File: config.mk
export PLATFORM = sky130hd
export DESIGN_NAME = mem_lsu_seq_flat
export DESIGN_NICKNAME = d
export VERILOG_FILES = /design/src/rtl/mem_lsu_seq_if.sv /design/src/rtl/mem_lsu_seq.sv /design/src/flat_wrapper.sv
export SDC_FILE = /design/constraint.sdc
export NUM_CORES = 1
export LEC_CHECK = 0
export BUFFER_PORTS_ARGS = -buffer_cell sky130_fd_sc_hd__buf_2
export CORE_MARGIN = 10
export CORE_UTILIZATION = 48
export CTS_CLUSTER_SIZE = 24
export DETAILED_ROUTE_END_ITERATION = 8
export PLACE_DENSITY_LB_ADDON = 0.05
export SKIP_LAST_GASP = 1
export SLEW_MARGIN = 15
export SYNTH_ARGS = -nofsm -noshare
export SYNTH_HDL_FRONTEND = slang
export SYNTH_SLANG_ARGS = --single-unit
File: constraint.sdc
create_clock -name clk -period 5.06 [get_ports clk]
set_input_delay 0.253 -clock clk [delete_from_list [all_inputs] [get_ports clk]]
set_output_delay 0.253 -clock clk [all_outputs]
set_load 0.01 [all_outputs]
File: src/rtl/mem_lsu_seq_if.sv
// rtl/mem_lsu_seq_if.sv - core request/response and data memory signals of the load/store sequencer
interface mem_lsu_seq_if #(
    parameter int ADDR_W = 32
);
    logic              req_valid;
    logic              req_ready;
    logic              req_we;
    logic              req_byte;
    logic [ADDR_W-1:0] req_addr;
    logic [31:0]       req_wdata;
    logic              resp_valid;
    logic [31:0]       resp_rdata;
    logic              resp_err;
    logic              mem_we;
    logic              mem_byte_src;
    logic [ADDR_W-1:0] mem_a;
    logic [7:0]        mem_wd;
    logic [31:0]       mem_rd;

    // Sequencer view: takes core requests and memory read data, drives everything else
    modport master (
        input  req_valid, req_we, req_byte, req_addr, req_wdata, mem_rd,
        output req_ready, resp_valid, resp_rdata, resp_err,
        output mem_we, mem_byte_src, mem_a, mem_wd
    );

    // Environment view: the core and the data memory together
    modport slave (
        output req_valid, req_we, req_byte, req_addr, req_wdata, mem_rd,
        input  req_ready, resp_valid, resp_rdata, resp_err,
        input  mem_we, mem_byte_src, mem_a, mem_wd
    );
endinterface

File: src/rtl/mem_lsu_seq.sv
// rtl/mem_lsu_seq.sv - load/store sequencer, byte-serial stores; optional MEM_LSU_ALIGN_CHECK_EN
module mem_lsu_seq #(
    parameter int ADDR_W = 32
) (
    input  logic          clk,
    input  logic          reset,
    mem_lsu_seq_if.master bus
);
    typedef enum logic [1:0] {IDLE, WR, RD, DONE} state_t;

    state_t            state;
    state_t            next_state;
    logic [1:0]        beat;
    logic [ADDR_W-1:0] addr_q;
    logic [31:0]       wdata_q;
    logic              byte_q;
    logic [31:0]       rdata_q;
    logic              misaligned;
    logic              last_beat;
    logic [7:0]        word_byte;
    logic              accept;

    logic              req_ready;
    logic              resp_valid;
    logic              mem_we;
    logic              mem_byte_src;
    logic [ADDR_W-1:0] mem_a;
    logic [7:0]        mem_wd;

    assign accept    = (state == IDLE) && bus.req_valid;
    assign last_beat = byte_q || (beat == 2'd3);

`ifdef MEM_LSU_ALIGN_CHECK_EN
    logic err_q;

    assign misaligned   = !bus.req_byte && (bus.req_addr[1:0] != 2'b00);
    assign bus.resp_err = (state == DONE) && err_q;

    // Remember whether the accepted request was rejected for alignment
    always_ff @(posedge clk or posedge reset) begin
        if (reset) begin
            err_q <= 1'b0;
        end else if (accept) begin
            err_q <= misaligned;
        end
    end
`else
    assign misaligned   = 1'b0;
    assign bus.resp_err = 1'b0;
`endif

    // State register
    always_ff @(posedge clk or posedge reset) begin
        if (reset) begin
            state <= IDLE;
        end else begin
            state <= next_state;
        end
    end

    // Big-endian byte lane for the current word-store beat
    always_comb begin
        word_byte = 8'h00;
        case (beat)
            2'd0:    word_byte = wdata_q[31:24];
            2'd1:    word_byte = wdata_q[23:16];
            2'd2:    word_byte = wdata_q[15:8];
            default: word_byte = wdata_q[7:0];
        endcase
    end

    // Next-state and memory/handshake decode; mem_* depend only on registered state
    always_comb begin
        next_state   = state;
        req_ready    = 1'b0;
        resp_valid   = 1'b0;
        mem_we       = 1'b0;
        mem_byte_src = 1'b0;
        mem_a        = '0;
        mem_wd       = 8'h00;
        case (state)
            IDLE: begin
                req_ready = 1'b1;
                if (bus.req_valid) begin
                    if (misaligned) begin
                        next_state = DONE;
                    end else if (bus.req_we) begin
                        next_state = WR;
                    end else begin
                        next_state = RD;
                    end
                end
            end
            WR: begin
                mem_we = 1'b1;
                mem_a  = addr_q + {{(ADDR_W-2){1'b0}}, beat};
                mem_wd = byte_q ? wdata_q[7:0] : word_byte;
                if (last_beat) begin
                    next_state = DONE;
                end
            end
            RD: begin
                mem_a        = addr_q;
                mem_byte_src = byte_q;
                next_state   = DONE;
            end
            DONE: begin
                resp_valid = 1'b1;
                next_state = IDLE;
            end
            default: next_state = IDLE;
        endcase
    end

    // Latch the accepted request, step write beats, capture load data
    always_ff @(posedge clk or posedge reset) begin
        if (reset) begin
            beat    <= 2'd0;
            addr_q  <= '0;
            wdata_q <= 32'h0;
            byte_q  <= 1'b0;
            rdata_q <= 32'h0;
        end else begin
            case (state)
                IDLE: begin
                    if (bus.req_valid) begin
                        addr_q  <= bus.req_addr;
                        wdata_q <= bus.req_wdata;
                        byte_q  <= bus.req_byte;
                        beat    <= 2'd0;
                    end
                end
                WR: beat <= beat + 2'd1;
                RD: rdata_q <= byte_q ? {24'h0, bus.mem_rd[7:0]} : bus.mem_rd;
                default: ;
            endcase
        end
    end

    assign bus.req_ready    = req_ready;
    assign bus.resp_valid   = resp_valid;
    assign bus.resp_rdata   = rdata_q;
    assign bus.mem_we       = mem_we;
    assign bus.mem_byte_src = mem_byte_src;
    assign bus.mem_a        = mem_a;
    assign bus.mem_wd       = mem_wd;
endmodule

File: src/flat_wrapper.sv
// flat-port wrapper written by rule: the top's interface ports become plain ports
module mem_lsu_seq_flat 
#(
    parameter int ADDR_W = 32
)
  (clk, reset, bus_req_valid, bus_req_we, bus_req_byte, bus_req_addr, bus_req_wdata, bus_mem_rd, bus_req_ready, bus_resp_valid, bus_resp_rdata, bus_resp_err, bus_mem_we, bus_mem_byte_src, bus_mem_a, bus_mem_wd);
  mem_lsu_seq_if #(.ADDR_W(ADDR_W)) bus_i ();
  input  logic clk;
  input  logic reset;
  input wire logic [$bits(bus_i.req_valid)-1:0] bus_req_valid;
  input wire logic [$bits(bus_i.req_we)-1:0] bus_req_we;
  input wire logic [$bits(bus_i.req_byte)-1:0] bus_req_byte;
  input wire logic [$bits(bus_i.req_addr)-1:0] bus_req_addr;
  input wire logic [$bits(bus_i.req_wdata)-1:0] bus_req_wdata;
  input wire logic [$bits(bus_i.mem_rd)-1:0] bus_mem_rd;
  output wire logic [$bits(bus_i.req_ready)-1:0] bus_req_ready;
  output wire logic [$bits(bus_i.resp_valid)-1:0] bus_resp_valid;
  output wire logic [$bits(bus_i.resp_rdata)-1:0] bus_resp_rdata;
  output wire logic [$bits(bus_i.resp_err)-1:0] bus_resp_err;
  output wire logic [$bits(bus_i.mem_we)-1:0] bus_mem_we;
  output wire logic [$bits(bus_i.mem_byte_src)-1:0] bus_mem_byte_src;
  output wire logic [$bits(bus_i.mem_a)-1:0] bus_mem_a;
  output wire logic [$bits(bus_i.mem_wd)-1:0] bus_mem_wd;
  assign bus_i.req_valid = bus_req_valid;
  assign bus_i.req_we = bus_req_we;
  assign bus_i.req_byte = bus_req_byte;
  assign bus_i.req_addr = bus_req_addr;
  assign bus_i.req_wdata = bus_req_wdata;
  assign bus_i.mem_rd = bus_mem_rd;
  assign bus_req_ready = bus_i.req_ready;
  assign bus_resp_valid = bus_i.resp_valid;
  assign bus_resp_rdata = bus_i.resp_rdata;
  assign bus_resp_err = bus_i.resp_err;
  assign bus_mem_we = bus_i.mem_we;
  assign bus_mem_byte_src = bus_i.mem_byte_src;
  assign bus_mem_a = bus_i.mem_a;
  assign bus_mem_wd = bus_i.mem_wd;
  mem_lsu_seq #(.ADDR_W(ADDR_W)) u_core (.clk(clk), .reset(reset), .bus(bus_i));
endmodule
== Word-level counts from Yosys, hierarchy flattened ==
Cells that the tools add are included.

* Add/subtract/negate cells: 2
* Multipliers: 0
* Div/mod/pow operators: 0
* Order comparisons: 0
* Equality and inequality tests: 8
* Shift-type cells: 0
* Muxes and demuxes: 15
* Bitwise operators: 0
* Reductions and logical operators: 7

{| class="wikitable"
|+ Operators with widths
! kind !! number
|-
| $pmux 32 s2 || 1
|-
| $add 32x2->32 || 1
|-
| $mux 32 || 1
|-
| $pmux 8 s3 || 1
|-
| $mux 8 || 2
|-
| $eq 2x2->1 const B || 4
|-
| $mux 2 || 4
|-
| $pmux 2 s4 || 1
|-
| $reduce_and 2->1 || 3
|-
| $eq 2x1->1 const B || 2
|-
| $logic_not 2->1 || 2
|-
| $mux 1 || 4
|-
| $pmux 2 s2 || 1
|-
| $add 2x1->2 const B || 1
|-
| $ne 2x1->1 const B || 1
|-
| $ne 2x2->1 const B || 1
|-
| $reduce_bool 2->1 || 1
|-
| $logic_or 1x1->1 || 1
|}

* Flip-flop bits (word level): 101
* Latch bits: 0
* Bits in writable memories: 0
* Bits in read-only memories: 0
* Input port bits: 101
* Output and inout port bits: 77
* Logic and storage cells: 38
* Memories kept: 0

== Logic depth before layout (Yosys ltp) ==
Gate-level depths: netlist of run 1.

* Depth in word-level cells: 4
* Mapped depth: 9
* Mapped depth without buffers: 7

== Worst setup path before layout of run 1 ==
No wires, ideal clock.

* Path type: register to output
* Start: register u_core.state[1]
* End: output port bus_mem_a[19]
* Arrival time: 1.954 ns
* Required time: 4.807 ns
* Setup slack: 2.853 ns
* Stages on the path, launching flop included: 9
* Buffers on the path: 2
* Cell sequence: dfrtp_1 -> inv_1 -> ha_1 -> buf_2 -> inv_2 -> nor2_1 -> clkbuf_1 -> nand4_1 -> o21ai_0

* Cells in the longest elaborated chain, start to end: 2
* Elaborated cells on any way between the ends: 3
* Classes of those cells: eq/ne: 2; mux: 1

{| class="wikitable"
|+ RTL lines
! what !! line !! RTL
|-
| from (decl) || mem_lsu_seq.sv:11 || <nowiki>state_t state;</nowiki>
|-
| from (signal assigned) || mem_lsu_seq.sv:57 || <nowiki>state <= next_state;</nowiki>
|-
| $eq 2x2->1 or $eq 2x1->1 (tied branches) || mem_lsu_seq.sv:81 || <nowiki>case (state)</nowiki>
|-
| $pmux 32 s2 * || mem_lsu_seq.sv:81 ||
|-
| to (decl) || flat_wrapper.sv:22 || <nowiki>output wire logic [$bits(bus_i.mem_a)-1:0] bus_mem_a;</nowiki>
|}

Mark *: on every way between the ends. The rest lies on a longest branch, timed or not.

== Worst setup path after layout of run 1 ==
* Start: register u_core.state[1]
* End: output port bus_mem_a[16]

The elaborated chain is that of the path after synthesis.

==> results.tsv, run 1 <==
stage	metric	value	unit
detailed_routing	DRT iter0 DRCs	395	
sta	Setup Viol. Count Final	0	
yosys	Cells after Synth	510	
yosys	Top FF cell, synth	dfrtp_1	
yosys	largest cells by area after synthesis	dfrtp_1 48%, mux2_2 15%, o21ai_0 4.3%, nand3b_1 3.4%, inv_1 2.4%	
sta	Tmin final	3.32	ns
job	Max-Cap Viols	0	
detailed_routing	WL per Instance	18.6	um
detailed_routing	Via density	5.46	
sta	Slew Viols, Final	0	
power_and_ir_drop	Pleak	3.07	nW
final_layout	area taken by multi-input logic gates	2520	sq um
floorplan	Die H	125	um
sta	final worst path period share	65.6	%
min_path	worst hold stages	2	
sta	final hold vios	0	
floorplan	Initial Util	48.9	%
clocking	clk sinks	101	
clocking	TritonCTS clock tree	built	
setup_path	WS Path Type	reg -> out	
yosys	Yosys reg bits	101	
setup_path	Worst setup SP type	flop	
floorplan	# rows	38	
setup_path	Crit Path Max Fanout	20	
power_and_ir_drop	Psw	1.79	mW
grt	GRT Overall Usage	18.8	%
grt	first-pass GRT wire length	24100	um
setup_path	CP arrival	3.07	ns
clocking	Worst-path clk slew	0.11	ns
yosys	mux contribution to synthesized area	15.5	%
placed_design	placed cell area	6270	sq um
yosys	share of the synthesized area in the top cell type	47.6	%
yosys	async set-reset flop share out of synthesis	100	%
setup_path	crit end category	output pin	
yosys	number of synthesized flops with an enable pin	0	
clocking	clock root buffer	clkbuf_8	
final_layout	post-route insts no fill	815	
yosys	sequential share of the synthesized area	47.6	%
sta	relative slew slack	29.1	%
yosys	Mapped Area	5310	sq um
final_layout	nets	781	
final_layout	share of layout cells above drive strength 1	41.8	%
floorplan	I/O pin total	178	
detailed_routing	# DRC	0	
yosys	Yosys warning count	0	
grt	number of global-route vias before repair	4599	
sta	Worst Tran Pin Value	1.06	ns
setup_path	worst r2r path cells	4	
clocking	Clock Latency Late Sink	0.39	ns
placed_design	placed cell count	797	
setup_path	worst setup path start	u_core.state[1]	
run_status	status	completed	
setup_path	CP required	4.81	ns
yosys	Compound-Gate Fraction of Synth Area	13.6	%
yosys	adder-cell share of the synthesized area	2.74	%
sta	final setup margin	1.74	ns
detailed_routing	Detailed Routing Iterations Pass 1	4	
placed_design	pre-CTS setup slack	1.84	ns
power_and_ir_drop	Clock Power Share	12.7	%
detailed_routing	ANT nets after route	0	
min_path	Min-Delay Path Class	in -> reg	
placed_design	PortBufs	176	
yosys	Post-Synth Simple-Gate Area	15.2	%
final_layout	Area Overhead vs Synth	22.2	%
power_and_ir_drop	Comb power frac	48.5	%
yosys	area leader, netlist	dfrtp_1	
setup_path	Reg-to-Reg Start	u_core.byte_q	
power_and_ir_drop	Max VDD drop	0.399	mV
yosys	Unique masters post-synth	52	
placed_design	GP Congestion	0.839	
floorplan	die area	15700	sq um
final_layout	Reg area	2530	sq um
detailed_routing	DR vias	4453	
sta	final setup skew	0.00917	ns
min_path	HP Start	bus_req_addr[21]	
clocking	total CTS buffers	9	
sta	Post-Route Setup TNS	0	ns
sta	hold_ws	0.0792	ns
clocking	Max clock buf depth	2	
sta	Fmax	301	MHz
power_and_ir_drop	Sw Ratio	44.0	%
power_and_ir_drop	PwrDens	628	nW/um^2
grt	largest net degree at the start of global routing	61	
power_and_ir_drop	Sequential Power Share	38.7	%
final_layout	fin area	6480	sq um
placed_design	detailed placer's ending HPWL	11300	um
sta	unrepaired setup endpoints after global routing	no	
grt	global route overflow	0	
grt	initial antenna violation count	2	
clocking	H-tree levels	3	
yosys	total nets after synthesis	622	
yosys	XOR/XNOR Fraction of Synth Area	0.330	%
clocking	Post-CTS Setup Bufs	0	
detailed_routing	drt total wl	15100	um
power_and_ir_drop	P_int	2.28	mW
setup_path	Worst R2R Setup Slack	2.71	ns
yosys	largest family of logic cells by synthesized area	multiplexers	
min_path	Hold EP	u_core.addr_q[21]	
floorplan	core area	10800	sq um
yosys	Syn Area/Cell	10.4	sq um
floorplan	die width	125	um
final_layout	fillers	985	
setup_path	Crit Reg-Reg Endpoint	u_core.state[1]	
==> flip-flops by register name, summed over array words and instances (netlist names) <==
signal / flops
u_core.wdata_q: 32
u_core.bus.resp_rdata: 32
u_core.beat: 2
u_core.state: 2
u_core.addr_q: 32
u_core.byte_q: 1
==> cell usage in the layout (no fill, tap or decap), drive strengths merged, types with 14 or more instances in the layout <==
cell type,count
nor2,24
a21oi,16
mux2,73
o21ai,52
buf,180
inv,39
nand4,14
nand3b,24
nand2,30
dfrtp,101
==> power groups by stage <==
stage / sequential, mW / clock (mW) / combinational (mW)
floorplan: 1.51 / 0 / 1.34
global placement: 1.56 / 0 / 1.94
detailed placement: 1.59 / 0 / 2.00
CTS: 1.57 / 0.538 / 2.00
global route: 1.63 / 0.575 / 2.19
finish: 1.58 / 0.518 / 1.98
==> logic make-up (layout without fill, tap and decap cells) <==
kind of cell,Yosys count,after routing
other,1,2
muxes,73,73
and+or+nand+nor,138,138
xor gates and xnor gates,2,2
adders and majority gates,11,11
buffers and inverters,68,232
DFF,101,101
AOI/OAI and AO/OA,116,116
==> per-layer routing <==
metal  track usage [%]  up-vias  share of wire [%]
met5                 0        -              0.059
met4              4.54        2                1.3
met3              7.52       16                6.7
met2              31.3      118                 49
met1              22.1     2150                 43
li1                  -     2167                  -
==> worst max-delay path by stage <==
stage                       end  slack (ns)  cells after the start
5_1_grt           bus_mem_a[16]        1.46                      7
3_5_place_dp      bus_mem_a[16]        1.84                      7
2_1_floorplan  u_core.addr_q[0]        2.16                      1
6_report          bus_mem_a[16]        1.74                      7
3_3_place_gp      bus_mem_a[16]        1.98                      7
4_1_cts           bus_mem_a[16]        1.39                      7
==> worst max-delay path, cell delays in order (launching register included) <==
cell and delay (ns):
dfrtp_1 0.42, inv_1 0.10, ha_1 0.59, inv_2 0.30, nor2_2 0.67, nand4_1 0.18, o21ai_0 0.22, buf_2 0.17
==> cell type report <==
type	count	share of cell area (%)
flip-flops and latches	101	39.0
multi-input cells	341	38.9
repair buffers	181	14.2
well taps	140	2.70
inverters	35	2.06
clock buffers	9	1.91
clock inverters	7	1.18
diodes	1	0.0386
==> Yosys cell counts (2+ instances only) <==
| library cell | instances |
|---|---|
| nor4_1 | 2 |
| o31ai_1 | 3 |
| mux2_2 | 73 |
| nand3_1 | 12 |
| a222oi_1 | 8 |
| and3_1 | 6 |
| o211ai_1 | 7 |
| nand2b_1 | 3 |
| o21ai_0 | 46 |
| nand2_1 | 30 |
| buf_1 | 5 |
| a41oi_1 | 2 |
| a211oi_1 | 8 |
| a21oi_1 | 16 |
| buf_2 | 5 |
| dfrtp_1 | 101 |
| ha_1 | 10 |
| nor2_1 | 22 |
| a22oi_1 | 2 |
| a31oi_1 | 8 |
| nor3_1 | 7 |
| or3_1 | 2 |
| nand4_1 | 11 |
| a21boi_0 | 2 |
| nand4_2 | 2 |
| a21o_1 | 2 |
| or4_1 | 4 |
| o21ai_1 | 6 |
| nand3b_1 | 24 |
| clkbuf_1 | 22 |
| and4_1 | 2 |
| inv_1 | 34 |
| and2_1 | 4 |
==> what timing repair did <==
action	4_1_cts	5_1_grt
gates resized for setup	0	0
hold endpoints to repair	20	0
hold buffers	1	0
==> per-stage QoR <==
stage,utilization (%),power (mW)
2_1_floorplan,-,2.85
3_3_place_gp,57.8,3.51
4_1_cts,59.7,4.11
3_5_place_dp,57.8,3.58
5_1_grt,59.8,4.40
6_report,59.8,4.07
No activity file was read; power rests on OpenSTA's default activity.
==> run 2: changes to the inputs <==
clock period = 3.2 ns   (was 5.06 ns; I/O delays follow)
==> run 2 against run 1 <==
Effect of this change: clock power rose by 55%; first-iteration DRC count fell by 11%; non-clock buffer count rose by 85; clock skew barely moved; count of clock-buffer cells in the layout rose by 1; critical path type unchanged.
==> results.tsv, run 2 (synthesis results as in run 1) <==
stage	metric	value	unit
grt	initial antenna violation count	1	
sta	final setup margin	0.375	ns
detailed_routing	ANT nets after route	0	
setup_path	Worst setup SP type	flop	
clocking	clk sinks	101	
grt	global route overflow	0	
sta	Setup Viol. Count Final	0	
detailed_routing	Via density	5.37	
sta	final worst path period share	88.3	%
sta	final hold vios	0	
detailed_routing	DR vias	4833	
sta	Fmax	354	MHz
clocking	TritonCTS clock tree	built	
detailed_routing	Detailed Routing Iterations Pass 1	5	
final_layout	leading cell type in the layout, fill and taps excluded	buf_2	
grt	GRT Overall Usage	20.2	%
sta	unrepaired setup endpoints after global routing	no	
setup_path	CP arrival	2.66	ns
clocking	H-tree levels	3	
setup_path	worst r2r path cells	5	
floorplan	I/O pin total	178	
power_and_ir_drop	Max VDD drop	0.612	mV
final_layout	nets	866	
setup_path	Worst setup endpoint	bus_mem_a[30]	
power_and_ir_drop	PwrDens	896	nW/um^2
placed_design	pre-CTS setup slack	0.803	ns
run_status	status	completed	
grt	first-pass GRT wire length	26400	um
clocking	Clock Latency Late Sink	0.39	ns
floorplan	# rows	38	
floorplan	core area	10800	sq um
final_layout	most frequent cells in the layout	176 x buf_2, 101 x dfrtp_1, 81 x dlygate4sd3_1	
final_layout	share of layout cells above drive strength 1	37.5	%
clocking	cts repair resizes	0	
sta	Worst Tran Pin Value	0.687	ns
power_and_ir_drop	Pleak	3.44	nW
setup_path	Crit Reg-Reg Endpoint	u_core.addr_q[21]	
floorplan	Initial Util	48.9	%
detailed_routing	drt total wl	16200	um
setup_path	worst setup path start	u_core.beat[0]	
clocking	Max clock buf depth	2	
detailed_routing	DRT iter0 DRCs	352	
floorplan	Die H	125	um
sta	relative slew slack	54.2	%
setup_path	crit end category	output pin	
placed_design	detailed placer's ending HPWL	11100	um
floorplan	die width	125	um
sta	Slew Viols, Final	0	
placed_design	GP Congestion	0.887	
clocking	total CTS buffers	9	
setup_path	Crit Path Max Fanout	7	
power_and_ir_drop	overall power	6.57	mW
detailed_routing	WL per Instance	18.0	um
clocking	Worst-path clk slew	0.10	ns
placed_design	PortBufs	176	
setup_path	Worst R2R Setup Slack	1.20	ns
final_layout	Area Overhead vs Synth	38.2	%
clocking	clock root buffer	clkbuf_8	
detailed_routing	# DRC	0	
job	Max-Cap Viols	0	
grt	number of global-route vias before repair	4984	
final_layout	Core Util, Final	67.6	%
grt	largest net degree at the start of global routing	61	
min_path	Min-Delay Path Class	in -> reg	
sta	final setup skew	0.00885	ns
setup_path	Reg-to-Reg Start	u_core.state[0]	
setup_path	CP required	3.04	ns
sta	Post-Route Setup TNS	0	ns
sta	Tmin final	2.82	ns
floorplan	die area	15700	sq um
setup_path	WS Path Type	reg -> out	
-- run 2: cell types whose count changed in the layout (fill, tap and decap cells not counted), sizes merged --
cell and change:
clkinv -1, clkbuf +1, buf +5, dlygate4sd3 +80
-- run 2: layout make-up --
type                            instances  area, sq um
Multi-Input combinational cell        341         2520
Sequential cell                       101         2530
Inverter                               35          134
Antenna cell                            1         2.50
Clock buffer                           10          138
Fill cell                             880         3510
Timing Repair Buffer                  266         1780
Tap cell                              140          175
Clock inverter                          6         51.3
-- run 2: layer usage --
| layer | wire length (um) | vias up | GRT usage, % |
|---|---|---|---|
| met5 | 0 | - | 0 |
| met1 | 6780 | 2335 | 24.5 |
| met4 | 136 | 0 | 4.81 |
| met3 | 1040 | 12 | 6.13 |
| met2 | 8220 | 148 | 34.4 |
| li1 | - | 2338 | - |
-- run 2: what timing repair did --
action	CTS	global route
hold buffers	81	0
hold endpoints to repair	129	0
buffers inserted	0	0
-- run 2: per-stage QoR --
step | instances | hold slack (ns) | instance area (sq um)
4_1_cts | 899 | 0.000484 | 7330
6_report | 900 | 0.0202 | 7330
2_1_floorplan | 510 | 0.293 | 5310
5_1_grt | 900 | 0.00372 | 7330
3_3_place_gp | 802 | 0.285 | 6330
3_5_place_dp | 802 | 0.293 | 6330
-- run 2: worst min path at each step --
stage                      from  depth (start not counted)                   endpoint
2_1_floorplan    bus_mem_rd[31]                          1  u_core.bus.resp_rdata[31]
3_3_place_gp              reset                          2   u_core.bus.resp_rdata[6]
3_5_place_dp              reset                          2   u_core.bus.resp_rdata[6]
4_1_cts          bus_mem_rd[28]                          3  u_core.bus.resp_rdata[28]
5_1_grt        bus_req_addr[10]                          2          u_core.addr_q[10]
6_report         bus_mem_rd[24]                          3  u_core.bus.resp_rdata[24]
-- run 2: where the power goes --
part	leakage [nW]	switching [mW]	total [mW]	internal, mW
registers	1.22	0.607	2.50	1.89
logic	2.12	1.76	3.26	1.51
clock network	0.0996	0.486	0.804	0.318
total	3.44	2.85	6.57	3.72
-- run 2: critical path, stage by stage, from the launching register on --
cell,delay (ns)
dfrtp_1,0.44
ha_1,0.22
fa_1,0.27
nand4_2,0.19
nor4_4,0.44
nand4_1,0.18
or3_1,0.33
o21ai_1,0.07
buf_2,0.14
==> run 3: changes to the inputs <==
ABC_AREA = 1   (was unset)
==> run 3 against run 2 <==
Effect of this change: the flow now finishes with violations (negative hold slack); routed wire length decreased by 1.6%; non-clock buffer count decreased by 76; utilization decreased by 6.5 points; first-iteration DRC count decreased by 0.85%; worst hold slack got worse by 0.098 ns; critical path depth increased by 2; power increased by 11%; global-route usage decreased by 0.75 points; via count increased by 5.3%; clock skew decreased by 0.0020 ns; die area increased by 5.3%; synthesized area increased by 6.3%.
==> results.tsv, run 3 <==
stage	metric	value	unit
run_status	status	finished with violations	
run_status	failing checks	negative hold slack	
yosys	Unique masters post-synth	39	
floorplan	core area	11500	sq um
power_and_ir_drop	Max VDD drop	0.628	mV
yosys	area leader, netlist	dfrtp_1	
clocking	Worst-path clk slew	0.07	ns
setup_path	Crit Path Max Fanout	7	
setup_path	crit path cell chain	ha_1 -> fa_1 -> nand2_2 -> inv_2 -> nand3_4 -> nor2_4 -> o21ai_0 -> nand2_1 -> a21oi_1 -> buf_2	
setup_path	Crit path largest cell delay	0.42	ns
detailed_routing	drt total wl	15900	um
clocking	Clock Latency Late Sink	0.36	ns
setup_path	Worst setup SP type	flop	
final_layout	share of layout cells above drive strength 1	33.0	%
job	Max-Cap Viols	0	
final_layout	fin area	7010	sq um
min_path	Min-Delay Path Class	in -> async	
sta	hold_ws	-0.0773	ns
grt	global route overflow	0	
sta	Worst Tran Pin Value	0.811	ns
yosys	cell with the most instances after synthesis	nand2_1	
yosys	Post-synth top cells	197 x nand2_1, 101 x dfrtp_1, 69 x inv_1	
grt	largest net degree at the start of global routing	90	
clocking	Max clock buf depth	2	
floorplan	die area	16500	sq um
floorplan	die width	128	um
detailed_routing	ANT nets after route	0	
floorplan	Die H	128	um
setup_path	WS Path Type	reg -> out	
detailed_routing	DRT iter0 DRCs	349	
sta	Post-Route Setup TNS	0	ns
final_layout	Ant. Diodes	0	
placed_design	GP Congestion	0.849	
yosys	largest cells by area after synthesis	dfrtp_1 45%, nand2_1 13%, mux2_2 8.2%, inv_1 4.6%, a21oi_1 3.9%	
detailed_routing	WL per Instance	15.8	um
grt	GRT Overall Usage	19.4	%
sta	Slew Viols, Final	0	
sta	relative slew slack	45.9	%
placed_design	PortBufs	176	
sta	final hold vios	52	
clocking	clk sinks	101	
clocking	clock root buffer	clkbuf_16	
floorplan	I/O pin total	178	
yosys	Top FF cell, synth	dfrtp_1	
detailed_routing	DR vias	5091	
placed_design	detailed placer's ending HPWL	11900	um
floorplan	Initial Util	49.2	%
yosys	Syn Area/Cell	8.20	sq um
detailed_routing	Via density	5.06	
power_and_ir_drop	Pleak	3.73	nW
setup_path	CP required	3.04	ns
placed_design	placed cell area	6630	sq um
floorplan	# rows	39	
setup_path	Buf/Inv on CP	2	
final_layout	Area Overhead vs Synth	24.3	%
detailed_routing	Detailed Routing Iterations Pass 1	5	
sta	unrepaired setup endpoints after global routing	no	
setup_path	CP max-delay cell	dfrtp_1	
setup_path	Top delay family on crit path	adder cells	
grt	first-pass GRT wire length	26000	um
grt	number of global-route vias before repair	5151	
yosys	Cells after Synth	688	
yosys	Yosys warning count	0	
grt	initial antenna violation count	1	
yosys	Mapped Area	5640	sq um
sta	Fmax	406	MHz
yosys	async set-reset flop share out of synthesis	100	%
sta	final worst path period share	77.0	%
yosys	total nets after synthesis	800	
clocking	H-tree levels	3	
final_layout	leading cell type in the layout, fill and taps excluded	nand2_1	
clocking	TritonCTS clock tree	built	
sta	final setup skew	0.00687	ns
power_and_ir_drop	PwrDens	1040	nW/um^2
setup_path	crit end category	output pin	
sta	Setup Viol. Count Final	0	
sta	Tmin final	2.46	ns
final_layout	most frequent cells in the layout	196 x nand2_1, 176 x buf_2, 101 x dfrtp_1	
clocking	total CTS buffers	9	
yosys	sequential share of the synthesized area	44.8	%
setup_path	CP arrival	2.30	ns
detailed_routing	# DRC	0	
yosys	share of the synthesized area in the top cell type	44.8	%
clocking	cts repair resizes	0	
yosys	number of synthesized flops with an enable pin	0	
yosys	Yosys reg bits	101	
final_layout	nets	970	
## run 3: changes by cell type after synthesis, sizes merged, moves of 12 or more
| cell | delta |
|---|---|
| inv | +37 |
| nand2 | +177 |
| nor2 | +41 |
| a21oi | +38 |
| nand3b | -23 |
| clkbuf | -12 |
| mux2 | -32 |
| nand3 | +15 |
## run 3: timing repair
item                                   CTS  global route
endpoints found under the hold margin    6             0
hold buffers                             6             0
setup buffers                            0             0
## run 3: area by class of cell
| cell class | count | area, sq um |
|---|---|---|
| clock buffer | 9 | 225 |
| multi-input combinational | 484 | 2710 |
| sequential | 101 | 2530 |
| clock inverter | 7 | 91.3 |
| inverter | 72 | 275 |
| fill | 1027 | 4450 |
| tap | 143 | 179 |
| timing repair buffer | 190 | 1000 |
## run 3: kinds of logic after synthesis
group	share of synthesized area, %
AO/OA/AOI/OAI	12.5
buffers and inverters	7.23
flip-flops	44.8
multiplexers	8.18
other	0.0665
adder cells (fa/ha/maj)	2.57
AND/OR/NAND/NOR	24.6
## run 3: worst paths after layout
path                                                   to                     start  cells after the start  slack, ns
min in group clk                 u_core.bus.resp_rdata[4]             bus_mem_rd[4]                      3       0.01
worst min register to register   u_core.bus.resp_rdata[6]  u_core.bus.resp_rdata[6]                      2       0.47
worst max register to register  u_core.bus.resp_rdata[30]           u_core.state[0]                      5       0.96
worst min-delay path                     u_core.addr_q[5]                     reset                      2      -0.08
max in group asynchronous               u_core.addr_q[24]                     reset                      3       2.51
worst max-delay path                        bus_mem_a[18]            u_core.beat[0]                     10       0.74
## run 3: power breakdown
group	switching (mW)	internal, mW
combinational	2.32	1.47
clock	0.532	0.626
sequential	0.486	1.88
## run 3: per-layer routing
metal  GRT usage [%]  routed length [um]  part of all wire [%]  vias to the layer above
li1                -                   -                     -                     2555
met1            22.8                6530                    41                     2351
met2            32.3                7830                    49                      162
met3            7.15                1280                   8.1                       21
met4            6.42                 253                   1.6                        2
met5               0                  13                 0.082                        -
## run 3: metrics by stage
step	hold slack, ns	power, mW	instances	setup slack [ns]	utilization (%)
6_report	-0.0773	7.31	1006	0.736	61.2
5_1_grt	0.0102	7.94	1006	0.514	61.2
4_1_cts	0.0113	7.40	1006	0.734	61.1
3_5_place_dp	0.366	6.21	984	0.946	57.9
3_3_place_gp	0.359	6.10	984	1.07	57.9
2_1_floorplan	0.277	4.89	688	0.393	-
